File: src/rtl/ex_trap_arbiter_if.sv
// Bundle between interrupt sources, the external-trap arbiter and the core's trap port.
// slave = arbiter side, master = the environment (sources plus core) that drives it.
interface ex_trap_arbiter_if #(
  parameter int NREQ = 4
);
  localparam int SW = (NREQ > 1) ? $clog2(NREQ) : 1;

  // Sources hold req_valid_i as a level. The arbiter answers the granted source with a
  // one-cycle req_ready_o pulse. Toward the core, core_ex_trap_valid_o stays high until
  // the core raises core_ex_trap_ready_i (transfer on a clock edge where both are high)
  // or until the timeout abort. Valid never drops before one of those two events.
  logic [NREQ-1:0] req_valid_i;
  logic [NREQ-1:0] req_mask_i;
  logic [NREQ-1:0] req_ready_o;
  logic            core_ex_trap_valid_o;
  logic            core_ex_trap_ready_i;
  logic [SW-1:0]   trap_src_o;
  logic            busy_o;
  logic            timeout_o;
  logic [1:0]      fsm_state;

  modport slave (
    input  req_valid_i, req_mask_i, core_ex_trap_ready_i,
    output req_ready_o, core_ex_trap_valid_o, trap_src_o, busy_o, timeout_o, fsm_state
  );

  modport master (
    output req_valid_i, req_mask_i, core_ex_trap_ready_i,
    input  req_ready_o, core_ex_trap_valid_o, trap_src_o, busy_o, timeout_o, fsm_state
  );
endinterface

File: src/rtl/ex_trap_arbiter.sv
// Round-robin arbiter sharing the core's single external-trap handshake among NREQ
// masked interrupt sources, with a committed grant, ack pulse and timeout abort.
module ex_trap_arbiter #(
  parameter int NREQ    = 4,
  parameter int TIMEOUT = 1024
) (
  input  logic             clk,
  input  logic             rst,
  ex_trap_arbiter_if.slave bus
);
  localparam int SW = (NREQ > 1) ? $clog2(NREQ) : 1;
  localparam int CW = $clog2(TIMEOUT + 1);

  typedef enum logic [1:0] {
    ST_IDLE  = 2'd0,
    ST_ISSUE = 2'd1,
    ST_COOL  = 2'd2
  } state_t;

  state_t          state, state_n;
  logic [SW-1:0]   rr_ptr, rr_ptr_n;
  logic [SW-1:0]   gnt, gnt_n;
  logic [SW-1:0]   src, src_n;
  logic [CW-1:0]   cnt, cnt_n;
  logic            valid, valid_n;
  logic            tmo, tmo_n;
  logic [NREQ-1:0] ack, ack_n;

  logic [NREQ-1:0] elig;
  logic [SW-1:0]   pick;
  logic            found;

  assign elig = bus.req_valid_i & bus.req_mask_i;

  function automatic logic [SW-1:0] wrap_inc(input logic [SW-1:0] v);
    if (int'(v) == NREQ - 1) return '0;
    return v + 1'b1;
  endfunction

  // First eligible source at or above rr_ptr, wrapping modulo NREQ (NREQ need not be 2^n).
  always_comb begin
    int            idx;
    logic [SW-1:0] idx_s;
    pick  = '0;
    found = 1'b0;
    idx   = 0;
    idx_s = '0;
    for (int i = 0; i < NREQ; i++) begin
      idx = int'(rr_ptr) + i;
      if (idx >= NREQ) idx = idx - NREQ;
      idx_s = SW'(idx);
      if (!found && elig[idx_s]) begin
        found = 1'b1;
        pick  = idx_s;
      end
    end
  end

  always_comb begin
    state_n  = state;
    rr_ptr_n = rr_ptr;
    gnt_n    = gnt;
    src_n    = src;
    cnt_n    = cnt;
    valid_n  = valid;
    tmo_n    = 1'b0;
    ack_n    = '0;
    case (state)
      ST_IDLE: begin
        cnt_n = '0;
        if (found) begin
          gnt_n   = pick;
          src_n   = pick;
          valid_n = 1'b1;
          state_n = ST_ISSUE;
        end
      end
      ST_ISSUE: begin
        // The grant is committed: the winner's req/mask are not looked at again here.
        cnt_n = cnt + 1'b1;
        if (bus.core_ex_trap_ready_i) begin
          valid_n    = 1'b0;
          ack_n[gnt] = 1'b1;
          rr_ptr_n   = wrap_inc(gnt);
          state_n    = ST_COOL;
        end else if (cnt == CW'(TIMEOUT - 1)) begin
          valid_n  = 1'b0;
          tmo_n    = 1'b1;
          rr_ptr_n = wrap_inc(gnt);
          state_n  = ST_COOL;
        end
      end
      ST_COOL: begin
        // One dead cycle so valid is low for at least two cycles between requests.
        state_n = ST_IDLE;
      end
      default: begin
        valid_n = 1'b0;
        state_n = ST_IDLE;
      end
    endcase
  end

  always_ff @(posedge clk) begin
    if (rst) begin
      state  <= ST_IDLE;
      rr_ptr <= '0;
      gnt    <= '0;
      src    <= '0;
      cnt    <= '0;
      valid  <= 1'b0;
      tmo    <= 1'b0;
      ack    <= '0;
    end else begin
      state  <= state_n;
      rr_ptr <= rr_ptr_n;
      gnt    <= gnt_n;
      src    <= src_n;
      cnt    <= cnt_n;
      valid  <= valid_n;
      tmo    <= tmo_n;
      ack    <= ack_n;
    end
  end

  assign bus.req_ready_o          = ack;
  assign bus.core_ex_trap_valid_o = valid;
  assign bus.trap_src_o           = src;
  assign bus.timeout_o            = tmo;
  assign bus.busy_o               = (state != ST_IDLE);
  assign bus.fsm_state            = state;
endmodule

File: src/flat_wrapper.sv
// flat-port wrapper written by rule: the top's interface ports become plain ports
module ex_trap_arbiter_flat 
#(
  parameter int NREQ    = 4,
  parameter int TIMEOUT = 1024
)
  (clk, rst, bus_req_valid_i, bus_req_mask_i, bus_core_ex_trap_ready_i, bus_req_ready_o, bus_core_ex_trap_valid_o, bus_trap_src_o, bus_busy_o, bus_timeout_o, bus_fsm_state);
  ex_trap_arbiter_if #(.NREQ(NREQ)) bus_i ();
  input  logic clk;
  input  logic rst;
  input wire logic [$bits(bus_i.req_valid_i)-1:0] bus_req_valid_i;
  input wire logic [$bits(bus_i.req_mask_i)-1:0] bus_req_mask_i;
  input wire logic [$bits(bus_i.core_ex_trap_ready_i)-1:0] bus_core_ex_trap_ready_i;
  output wire logic [$bits(bus_i.req_ready_o)-1:0] bus_req_ready_o;
  output wire logic [$bits(bus_i.core_ex_trap_valid_o)-1:0] bus_core_ex_trap_valid_o;
  output wire logic [$bits(bus_i.trap_src_o)-1:0] bus_trap_src_o;
  output wire logic [$bits(bus_i.busy_o)-1:0] bus_busy_o;
  output wire logic [$bits(bus_i.timeout_o)-1:0] bus_timeout_o;
  output wire logic [$bits(bus_i.fsm_state)-1:0] bus_fsm_state;
  assign bus_i.req_valid_i = bus_req_valid_i;
  assign bus_i.req_mask_i = bus_req_mask_i;
  assign bus_i.core_ex_trap_ready_i = bus_core_ex_trap_ready_i;
  assign bus_req_ready_o = bus_i.req_ready_o;
  assign bus_core_ex_trap_valid_o = bus_i.core_ex_trap_valid_o;
  assign bus_trap_src_o = bus_i.trap_src_o;
  assign bus_busy_o = bus_i.busy_o;
  assign bus_timeout_o = bus_i.timeout_o;
  assign bus_fsm_state = bus_i.fsm_state;
  ex_trap_arbiter #(.NREQ(NREQ), .TIMEOUT(TIMEOUT)) u_core (.clk(clk), .rst(rst), .bus(bus_i));
endmodule
File: config.mk
export PLATFORM = sky130hd
export DESIGN_NAME = ex_trap_arbiter_flat
export DESIGN_NICKNAME = d
export VERILOG_FILES = /design/src/rtl/ex_trap_arbiter_if.sv /design/src/rtl/ex_trap_arbiter.sv /design/src/flat_wrapper.sv
export SDC_FILE = /design/constraint.sdc
export NUM_CORES = 1
export LEC_CHECK = 0
export CAP_MARGIN = 20
export CORE_UTILIZATION = 53
export CTS_CLUSTER_DIAMETER = 100
export DETAILED_ROUTE_END_ITERATION = 6
export DONT_BUFFER_PORTS = 1
export GPL_TIMING_DRIVEN = 0
export PLACE_DENSITY = 0.68
export SETUP_SLACK_MARGIN = 0.3
export SYNTH_ARGS = -nofsm -noshare
export SYNTH_HDL_FRONTEND = slang
export SYNTH_SLANG_ARGS = --single-unit
File: constraint.sdc
create_clock -name clk -period 3.9 [get_ports clk]
set_input_delay 0.585 -clock clk [delete_from_list [all_inputs] [get_ports clk]]
set_output_delay 0.585 -clock clk [all_outputs]
set_load 0.005 [all_outputs]
Word level (Yosys, flattened, before mapping)
Cells that the tools add are included.
W data, S select, Z words.
{"block": "totals", "reg_bits": 23, "wordCells": 96, "input_bits": 11}
{"block": "op_classes", "n_bitwise": 4, "eq_ne": 6, "reduce_logical": 17, "mux": 43, "n_lt_le_gt_ge": 10, "add_sub_neg": 9}
{"operator": "$mux W2", "n": 16}
{"operator": "$pmux W11 S2", "n": 1}
{"operator": "$mux W1", "n": 19}
{"operator": "$lt A2 B3 Y1 const B", "n": 5}
{"operator": "$add A11 B1 Y11 const B", "n": 1}
{"operator": "$eq A11 B10 Y1 const B", "n": 1}
{"operator": "$ge A3 B3 Y1 const B", "n": 3}
{"operator": "$bmux W1 S2", "n": 4}
{"operator": "$sub A2 B1 Y2 const B", "n": 4}
{"operator": "$add A2 B2 Y3 const B", "n": 2}
{"operator": "$reduce_and A2 Y1", "n": 3}
{"operator": "$reduce_bool A2 Y1", "n": 3}
{"operator": "$reduce_or A3 Y1", "n": 2}
{"operator": "$and A4 B4 Y4", "n": 1}
{"operator": "$eq A2 B1 Y1 const B", "n": 2}
{"operator": "$logic_and A1 B1 Y1", "n": 4}
{"operator": "$pmux W2 S2", "n": 1}
{"operator": "$add A2 B1 Y3 const B", "n": 1}
{"operator": "$ge A2 B3 Y1 const B", "n": 1}
{"operator": "$logic_not A1 Y1", "n": 3}
{"operator": "$ne A3 B2 Y1 const B", "n": 1}
{"operator": "$not A1 Y1", "n": 3}
{"operator": "$pmux W1 S3", "n": 1}
{"operator": "$reduce_and A3 Y1", "n": 1}
{"operator": "6 further kinds", "n": 6}

Longest topological paths before layout
{"block": "depth", "word_depth": 16, "ltp_mapped": 5, "ltp_nobuf": 5}

Worst setup path after synthesis
Ideal clock, no wire load.
{"block": "synth_path", "path_type": "flip-flop to flip-flop", "startpoint": "register u_core.cnt[0]", "endpoint": "register u_core.rr_ptr[0]", "synth_period_minus_slack_ns": 1.473, "t_arrival_ns": 1.377, "path_stages_with_launch": 6, "setup_ns": 0.096, "path_slack_ns": 2.427, "cell_sequence": "dfxtp_1 -> ha_1 -> nand3_4 -> o41ai_4 -> nand2_2 -> o41ai_2"}
{"block": "synth_between", "elab_chain_cells": 3}
{"item": "start: declaration", "line": "ex_trap_arbiter.sv:24", "source": "logic [CW-1:0] cnt, cnt_n;"}
{"item": "start signal: assignment", "line": "ex_trap_arbiter.sv:119", "source": "cnt <= cnt_n;"}
{"item": "$eq A11 B10 Y1", "line": "ex_trap_arbiter.sv:86", "source": "end else if (cnt == CW'(TIMEOUT - 1)) begin"}
{"item": "$reduce_bool A2 Y1 (no source line)"}
{"item": "$reduce_and A2 Y1 (no source line)"}
{"item": "end signal: assignment", "line": "ex_trap_arbiter.sv:116", "source": "rr_ptr <= rr_ptr_n;"}
{"item": "end: declaration", "line": "ex_trap_arbiter.sv:21", "source": "logic [SW-1:0] rr_ptr, rr_ptr_n;"}
Every way passes these cells.
A chain may end at the register's enable or synchronous reset.

Final worst setup path
{"block": "layout_path", "startpoint": "register u_core.state[0], in the netlist u_core.bus.fsm_state[0]", "endpoint": "output bus_busy_o"}
{"block": "layout_between", "elab_chain_cells": 1}
{"item": "start: declaration", "line": "ex_trap_arbiter.sv:20", "source": "state_t state, state_n;"}
{"item": "start signal: assignment", "line": "ex_trap_arbiter.sv:115", "source": "state <= state_n;"}
{"item": "$reduce_bool A2 Y1", "line": "ex_trap_arbiter.sv:130", "source": "assign bus.busy_o = (state != ST_IDLE);"}
{"item": "end: declaration", "line": "flat_wrapper.sv:17", "source": "output wire logic [$bits(bus_i.busy_o)-1:0] bus_busy_o;"}
Every way passes these cells.

==> impl_metrics.ini <==
[timing]
skew_ns = 0.007016
fin_crit_ns = 1.661
setup-tns-final_ns = 0
maxSlewViolCount = 0
max_freq_mhz = 602.2
rsz0062_at_grt = no
timing.slew.headroom_pct = 68.84
hold_violations = 0
tightest_slew_ns = 0.4674
fin_crit_sh_pct = 42.58
setup_violations = 0

[floorplanning]
start_util_pct = 56.82
num_rows = 16
die-area_sq_mm = 0.002291
die_w_microns = 47.87
coreArea_sq_mm = 0.001962
die_h_microns = 47.87
pin_count = 22

[clock_network]
numCtsBuffers = 3
cts_root_buf = clkbuf_4
tritoncts = built
post_cts_buffers = 0
post_cts_resized = 0
ctsHoldBuffers = 0
cts_buffer_depth = 2
cts_sinks = 23
clk_pin_slew_ns = 0.12
htree_levels = 1
insertion_delay_ns = 0.31

[worst_setup_path]
arrival_ns = 1.08
cpLargestDelayFamily = flip-flops
crit_type = register to output pin
critPathLaunchType = register
path_cells = or2_2
reg2reg_depth = 5
cp_max_fo = 7
r2r_slack_ns = 2.26
cp.depth = 1
endpoint_kind = output pin
crit_end = bus_busy_o
cp_data_required_time_ns = 3.31
path_buf_inv = 0
crit_slowest_cell = dfxtp_1
r2r-end = u_core.rr_ptr[0]
startpoint = u_core.bus.fsm_state[0]
timing.rr.start = u_core.cnt[0]
cpPeakStageDelay_ns = 0.40

[drt]
drc = 0
post_drt_wl_per_cell_microns = 12.39
drt-initial-drc-count = 27
wl_microns = 1884
via_count = 837
dr.pass1.iters = 4
post_drt_via_cell_ratio = 5.507
ant_nets = 0

[placement]
place.gp.congestion = 0.7586
placed_area_sq_mm = 0.001149
io_buffer_count = 0
dp_hpwl_microns = 1430

[synth]
synth_top_family_by_area = simple AND/OR/NAND/NOR gates
synthMuxAreaShare_pct = 1.010
syn_inst = 121
synth-edff-count = 0
synth_compound_area_share_pct = 16.61
synthDistinctLibCells = 37
synth_area_leaders = dfxtp_1 41%, ha_1 5.6%, nor2_1 4.4%
ys_warn_count = 0
synth_seq_cells = 23
yosys.area.top_type = dfxtp_1
synth_flop_cell = dfxtp_1
synth_xor_area_share_pct = 6.285
netlist.area_leader.share_pct = 41.30
synth.cell_area_sq_mm = 0.001115
syn_nets = 137
synth_seq_area_share_pct = 41.30
synthAdderAreaFrac_pct = 5.612
synthArstFlopShare_pct = 0
syn_area_per_cell_sq_um = 9.213
yosys.area_share.simple_pct = 26.49

[finish]
fin_util_pct = 59.89
nets = 142
diodes = 0
final_cell_area_sq_mm = 0.001175
area_delta_synth_final_pct = 5.388
drive_gt1_share_pct = 11.20

[global_routing]
track_usage_pct = 18.42
antenna_found_initial = 0
overflow = 0
grt_pass1_vias = 663
grt_max_degree = 13
grt_pass1_wl_microns = 2884

[power_and_ir_drop]
p_int_uw = 301.7
clockPowerShare_pct = 26.8
power.switching_uw = 103.3
pwr-share-comb_pct = 10.9
vdd_drop_max_v = 0.0003203
p_leak_nw = 0.4356
p_seq_share_pct = 62.3
swShare_pct = 25.51
p_per_area_mw_per_mm2 = 344.7

[status]
outcome = finished, final reports clean

[run]
cap_violations = 0

[hold_path]
hold_depth = 1
hp-class = input pin to register
==> metrics by stage <==
step | power (mW) | instances | hold slack [ns] | worst slack (ns)
after floorplan | 0.2914 | 121 | 0.4759 | 2.427
after global placement | 0.3009 | 148 | 0.4936 | 2.293
after detailed placement | 0.3020 | 148 | 0.5084 | 2.272
after CTS | 0.4108 | 152 | 0.3354 | 2.231
after global routing | 0.4287 | 152 | 0.3201 | 2.121
final | 0.4050 | 152 | 0.3462 | 2.239
==> Yosys cell counts, types with 2 or more instances <==
library cell  instances
a211o_2               2
a21oi_1               3
a22oi_1               2
and2_1                5
clkbuf_1              3
dfxtp_1              23
ha_1                  5
inv_1                 5
nand2_1               9
nand2b_1              3
nand3_1               2
nand4_1               3
nor2_1               13
nor2b_1               4
nor3_1                4
nor4_1                3
o21ai_0               6
xnor2_1               4
xor2_1                4
==> worst reg2reg max path, cell delays in order (launching register included) <==
cell     delay (ns)
dfxtp_1        0.40
ha_1           0.23
nand3_4        0.13
o41ai_4        0.48
nand2_2        0.13
o41ai_2        0.19
==> cell families after synthesis <==
kind of cell             count (synthesis)
adder cells (fa/ha/maj)                  5
XOR/XNOR                                 8
multiplexers                             1
AO/OA/AOI/OAI                           22
flip-flops                              23
AND/OR/NAND/NOR                         54
buffers and inverters                    8
==> registers in the layout, indices dropped and copies added, names as in the netlist <==
register / count
u_core.bus.core_ex_trap_valid_o: 1
u_core.bus.fsm_state: 2
u_core.gnt: 2
u_core.cnt: 11
u_core.bus.req_ready_o: 4
u_core.rr_ptr: 2
u_core.bus.timeout_o: 1
==> how the worst min path moves through the flow <==
| stage | from | end | slack [ns] |
|---|---|---|---|
| global placement | u_core.cnt[4] | u_core.cnt[4] | 0.49 |
| global route | bus_core_ex_trap_ready_i | u_core.bus.timeout_o | 0.32 |
| CTS | bus_core_ex_trap_ready_i | u_core.bus.timeout_o | 0.34 |
| floorplan | u_core.cnt[4] | u_core.cnt[4] | 0.48 |
| detailed placement | u_core.cnt[4] | u_core.cnt[4] | 0.51 |
| finish | bus_core_ex_trap_ready_i | u_core.bus.timeout_o | 0.35 |
==> layout make-up <==
| cell class | count | area [sq um] |
|---|---|---|
| inverter | 5 | 18.77 |
| tap | 27 | 33.78 |
| fill | 200 | 787.0 |
| buffer | 3 | 11.26 |
| sequential | 23 | 460.4 |
| multi-input combinational | 90 | 624.3 |
| clock buffer | 4 | 26.28 |
==> power by group through the flow <==
stage / Clock (mW) / Combinational (mW) / Sequential, mW
6_report: 0.108 / 0.0441 / 0.253
5_1_grt: 0.124 / 0.0502 / 0.254
3_5_place_dp: 0 / 0.0442 / 0.258
2_1_floorplan: 0 / 0.0359 / 0.256
4_1_cts: 0.114 / 0.0445 / 0.253
3_3_place_gp: 0 / 0.0430 / 0.258
==> layer usage <==
layer / global-route usage (%) / up-vias / part of all wire (%)
li1: - / 432 / -
met1: 25.86 / 379 / 49
met2: 25.95 / 26 / 45
met3: 8.679 / 0 / 5.9
met4: 3.333 / 0 / 0
met5: 0 / - / 0
==> cell usage in the layout, fill, tap and decap left out, types with 2 or more instances in the layout <==
| cell | Yosys | final |
|---|---|---|
| and2_1 | 5 | 5 |
| nor2_1 | 13 | 13 |
| nand2_1 | 9 | 9 |
| nor2b_1 | 4 | 4 |
| inv_1 | 5 | 5 |
| ha_1 | 5 | 5 |
| xnor2_1 | 4 | 4 |
| a211o_2 | 2 | 2 |
| xor2_1 | 4 | 4 |
| clkbuf_4 | 0 | 3 |
| clkbuf_1 | 3 | 4 |
| nor3_1 | 4 | 4 |
| dfxtp_1 | 23 | 23 |
| o21ai_0 | 6 | 6 |
| nor4_1 | 3 | 3 |
| nand2b_1 | 3 | 3 |
| a21oi_1 | 3 | 3 |
| a22oi_1 | 2 | 2 |
| nand4_1 | 3 | 3 |
| nand3_1 | 2 | 2 |
(Power assumes the default switching activity.)
